[config.mk]
export PLATFORM = sky130hd
export DESIGN_NAME = seq_divider
export DESIGN_NICKNAME = d
export VERILOG_FILES = /design/src/rtl/seq_divider_pkg.sv /design/src/rtl/seq_divider_div_step.sv /design/src/rtl/seq_divider.sv
export SDC_FILE = /design/constraint.sdc
export NUM_CORES = 1
export LEC_CHECK = 0
export CAP_MARGIN = 20
export CORE_MARGIN = 5
export CORE_UTILIZATION = 30
export CTS_CLUSTER_DIAMETER = 150
export DETAILED_ROUTE_END_ITERATION = 7
export SETUP_SLACK_MARGIN = 0.5
export SYNTH_ARGS = -nofsm -noshare
export SYNTH_HDL_FRONTEND = slang
export SYNTH_SLANG_ARGS = --single-unit
[constraint.sdc]
create_clock -name clk -period 5.45 [get_ports clk]
set_input_delay 1.09 -clock clk [delete_from_list [all_inputs] [get_ports clk]]
set_output_delay 1.09 -clock clk [all_outputs]
set_load 0.005 [all_outputs]
[src/rtl/seq_divider_pkg.sv]
// Shared definitions for the sequential restoring divider: FSM encodings,
// default operand width and the step-counter width helper.
package seq_divider_pkg;

  typedef enum logic [1:0] {
    ST_IDLE = 2'd0,
    ST_CALC = 2'd1,
    ST_DONE = 2'd2
  } state_t;

  localparam int DEF_WIDTH = 4;

  function automatic int cnt_w(input int w);
    return $clog2(w + 1);
  endfunction

endpackage

[src/rtl/seq_divider_div_step.sv]
// One restoring-division step: shift the next dividend bit into the partial
// remainder, subtract the divisor if it fits, and report the quotient bit.
module div_step #(
  parameter int WIDTH = 4
) (
  input  logic [WIDTH:0]   p,
  input  logic             q_msb,
  input  logic [WIDTH-1:0] divisor,
  output logic [WIDTH:0]   p_next,
  output logic             q_bit
);

  logic [WIDTH:0] shifted;
  logic           unused_p_msb;

  // P < divisor holds between steps, so its top bit is always clear.
  assign unused_p_msb = p[WIDTH];
  assign shifted      = {p[WIDTH-1:0], q_msb};

  always_comb begin
    p_next = shifted;
    q_bit  = 1'b0;
    if (shifted >= {1'b0, divisor}) begin
      p_next = shifted - {1'b0, divisor};
      q_bit  = 1'b1;
    end
  end

endmodule

[src/rtl/seq_divider.sv]
// Sequential restoring unsigned divider, one quotient bit per clock.
// Optional DIV_ZERO_DETECT_EN adds div_zero and a one-cycle B==0 fast path.
module seq_divider
  import seq_divider_pkg::*;
#(
  parameter int WIDTH = DEF_WIDTH
) (
  input  logic             clk,
  input  logic             rst,
  input  logic             start,
  input  logic [WIDTH-1:0] A,
  input  logic [WIDTH-1:0] B,
  output logic             busy,
  output logic             done,
  output logic [WIDTH-1:0] Q,
`ifdef DIV_ZERO_DETECT_EN
  output logic [WIDTH-1:0] R,
  output logic             div_zero
`else
  output logic [WIDTH-1:0] R
`endif
);

  localparam int CW = cnt_w(WIDTH);

  state_t           state, state_nx;
  logic [WIDTH:0]   p_q, p_nx;
  logic [WIDTH-1:0] qs_q, bd_q, qs_nx;
  logic [CW-1:0]    cnt_q;
  logic             q_bit, last_step;

  div_step #(.WIDTH(WIDTH)) u_step (
    .p       (p_q),
    .q_msb   (qs_q[WIDTH-1]),
    .divisor (bd_q),
    .p_next  (p_nx),
    .q_bit   (q_bit)
  );

  assign qs_nx     = {qs_q[WIDTH-2:0], q_bit};
  assign last_step = (cnt_q == CW'(WIDTH - 1));
  assign busy      = (state == ST_CALC);
  assign done      = (state == ST_DONE);

  always_ff @(posedge clk) begin
    if (rst) state <= ST_IDLE;
    else     state <= state_nx;
  end

  always_comb begin
    state_nx = state;
    case (state)
      ST_IDLE: if (start) begin
`ifdef DIV_ZERO_DETECT_EN
        state_nx = (B == '0) ? ST_DONE : ST_CALC;
`else
        state_nx = ST_CALC;
`endif
      end
      ST_CALC: if (last_step) state_nx = ST_DONE;
      ST_DONE: state_nx = ST_IDLE;
      default: state_nx = ST_IDLE;
    endcase
  end

  // Results are written once per operation and held until the next one lands.
  always_ff @(posedge clk) begin
    if (rst) begin
      p_q   <= '0;
      qs_q  <= '0;
      bd_q  <= '0;
      cnt_q <= '0;
      Q     <= '0;
      R     <= '0;
`ifdef DIV_ZERO_DETECT_EN
      div_zero <= 1'b0;
`endif
    end else begin
      case (state)
        ST_IDLE: if (start) begin
          qs_q  <= A;
          bd_q  <= B;
          p_q   <= '0;
          cnt_q <= '0;
`ifdef DIV_ZERO_DETECT_EN
          if (B == '0) begin
            Q        <= '1;
            R        <= A;
            div_zero <= 1'b1;
          end
`endif
        end
        ST_CALC: begin
          p_q   <= p_nx;
          qs_q  <= qs_nx;
          cnt_q <= cnt_q + CW'(1);
          if (last_step) begin
            Q <= qs_nx;
            R <= p_nx[WIDTH-1:0];
`ifdef DIV_ZERO_DETECT_EN
            div_zero <= 1'b0;
`endif
          end
        end
        default: ;
      endcase
    end
  end

endmodule

==> impl_results.md <==
* Status: finished clean
* Synth Instances at 158
* Nets at 192
* Yosys cell types at 36
* Placed Area at 1500 um^2
* CP Max Fanout at 9
* Later-pin clock latency in the skew report at 0.27 ns
* Largest net degree at the start of global routing at 29
* Yosys reg bits at 25
* Max-cap viol count at 0
* CP Data Required Time at 4.36 ns
* CTS Buf Count at 3
* Layout cell share with drive strength beyond 1 at 5.20%
* Final wirelength at 2900 um
* Yosys warnings at 0
* Vias/cell at 5.01
* Avg WL per Cell at 13.0 um
* 1st-pass router iterations at 4
* Pleak at 0.000567 uW
* Drt drc at 0
* Initial Util at 31.5%
* Slew Limit Fails at 0
* H-tree lvl count at 1
* Fillers at 432
* Clk pwr share at 26.6%
* # IOs at 21
* Max clock buf depth at 2
* Unrepaired setup endpoints after global routing: no
* Worst setup EP type: output port
* CTS Hold Bufs at 0
* Area Growth Syn to Fin at 20.7%
* Final period util at 50.8%
* NetSw at 134 uW
* Reg2reg setup slack at 3.56 ns
* Power density cells at 275 nW/um^2
* WP data arrival at 1.68 ns
* Register area share after synthesis at 39.1%
* Vias in the first global route at 1051
* HP Class: reg2reg
* Post-route cell area at 1550 um^2
* Setup Buffers After CTS at 0
* Initial antenna violation count at 0
* First-pass GRT wire length at 4950 um
* Syn_area_per_cell at 8.10 um^2
* Pint at 290 uW
* Sw Share at 31.6%
* All-Layer GR Usage at 11.3%
* Grt ovf at 0
* Commonest cells after routing, fill and taps aside: dfxtp_1, nand2_1, clkdlybuf4s50_1
* GP Congestion at 0.769
* Worst-path clk slew at 0.09 ns
* Via count at 1118
* CTS Sinks at 25
* CTS tree: yes
* Die Footprint at 5670 um^2
* Die height at 75.3 um
* Ant diodes at 0
* CTS resizes at 0
* Sequential power share at 47.3%
* Core ar. at 4060 um^2
* Final setup viols at 0
* Max Freq at 361 MHz
* Final Hold Fails at 0
* Standard-cell rows at 23
* 1st-iter DRT viols at 80
* CP startpoint kind: flip-flop
* Tmin final at 2.77 ns
* Combinational power share at 26.2%
* Port bufs at 20
* ANT nets after route at 0
* Syn Std Cell Area at 1280 um^2
* Clk_skew at 0.00304 ns
* HPWL Detailed at 2110 um
* Setup CP Type: reg2out
* Max_slew headroom at 34.9%
* Maximum vdd drop at 0.147 mV
* CTS Root Cell: clkbuf_8
* Sum Neg Setup Slack at 0 ns
* Width of the chip at 75.3 um
* Net Count, Synth at 176
* Worst slew pin tran at 0.974 ns
cell families (layout without fill, tap and decap cells):
| group | Yosys count | after routing | share of synthesized area [%] |
|---|---|---|---|
| AOI/OAI and AO/OA | 37 | 37 | 20.1 |
| DFF | 25 | 25 | 39.1 |
| buffers and inverters | 17 | 32 | 5.96 |
| adders and majority gates | 7 | 7 | 7.43 |
| and+or+nand+nor | 70 | 70 | 25.9 |
| muxes | 1 | 1 | 0.782 |
| xor gates and xnor gates | 1 | 1 | 0.684 |
power groups by stage:
| stage | logic [uW] | clock network [uW] | registers [uW] |
|---|---|---|---|
| after floorplan | 87.1 | 0 | 203 |
| after global placement | 110 | 0 | 205 |
| after detailed placement | 109 | 0 | 205 |
| after CTS | 110 | 117 | 201 |
| after global routing | 121 | 126 | 202 |
| final | 111 | 113 | 201 |
routing by layer:
metal  vias up  routed length (um)  GRT usage, %
met1       511                1420          15.1
met2        20                1330          17.6
met5         -                   0             0
met3         4                 120          3.43
met4         0                  27          2.91
li1        583                   -             -
per-stage QoR:
step	worst slack (ns)	hold slack (ns)	util, %	cells	power (uW)
after floorplan	3.53	0.436	-	158	290
after global placement	2.62	0.444	36.9	219	315
after detailed placement	2.62	0.449	36.9	219	314
after CTS	2.66	0.463	38.1	223	428
after global routing	2.53	0.494	38.1	223	450
final	2.68	0.460	38.1	223	424
synthesized netlist by cell type (all sizes together):
cell type	instances	share of area [%]
nand2b	2	0.98
clkbuf	6	1.8
nand3b	4	2.3
a31oi	1	0.49
or2	2	0.98
a311oi	5	3.4
a21oi	13	5.1
mux2i	1	0.78
o21a	1	0.59
or3	1	0.49
fa	1	1.6
nor4	1	0.98
nor2b	4	2.0
o21ai	6	2.6
nand4	1	0.49
xor2	1	0.68
o211ai	2	1.2
nor3	3	1.2
a32o	3	2.3
nand2	25	7.3
a2111o	2	1.8
nand3	9	3.5
a211oi	1	0.59
a21o	2	1.3
inv	8	2.3
ha	6	5.9
dfxtp	25	39
o21ba	1	0.78
buf	3	1.9
and2	2	0.98
nor2	16	4.7
final cells by class:
| class | count | area, um^2 | share of cell area (%) |
|---|---|---|---|
| clock inverters | 1 | 7.51 | 0.486 |
| flip-flops and latches | 25 | 500 | 32.4 |
| clock buffers | 3 | 41.3 | 2.67 |
| inverters | 8 | 30.0 | 1.94 |
| repair buffers | 20 | 200 | 13.0 |
| multi-input cells | 116 | 703 | 45.5 |
| well taps | 50 | 62.6 | 4.05 |
worst max-delay path: stages (launching register included):
cell and delay, ns:
dfxtp_1 0.34, nand2b_1 0.31, inv_2 0.22, clkdlybuf4s50_1 0.53
worst paths after layout:
path / from / to / cells after the start
max: state[1] / busy / 3
min: Q[2] / Q[2] / 2
max reg2reg: qs_q[3] / R[2] / 6
min reg2reg: Q[2] / Q[2] / 2
state kept, by name, summed over array words and instances (netlist names):
| signal | flops |
|---|---|
| Q | 4 |
| R | 4 |
| bd_q | 4 |
| cnt_q | 3 |
| p_q | 4 |
| qs_q | 4 |
| state | 2 |
No activity file was read; power rests on OpenSTA's default activity.
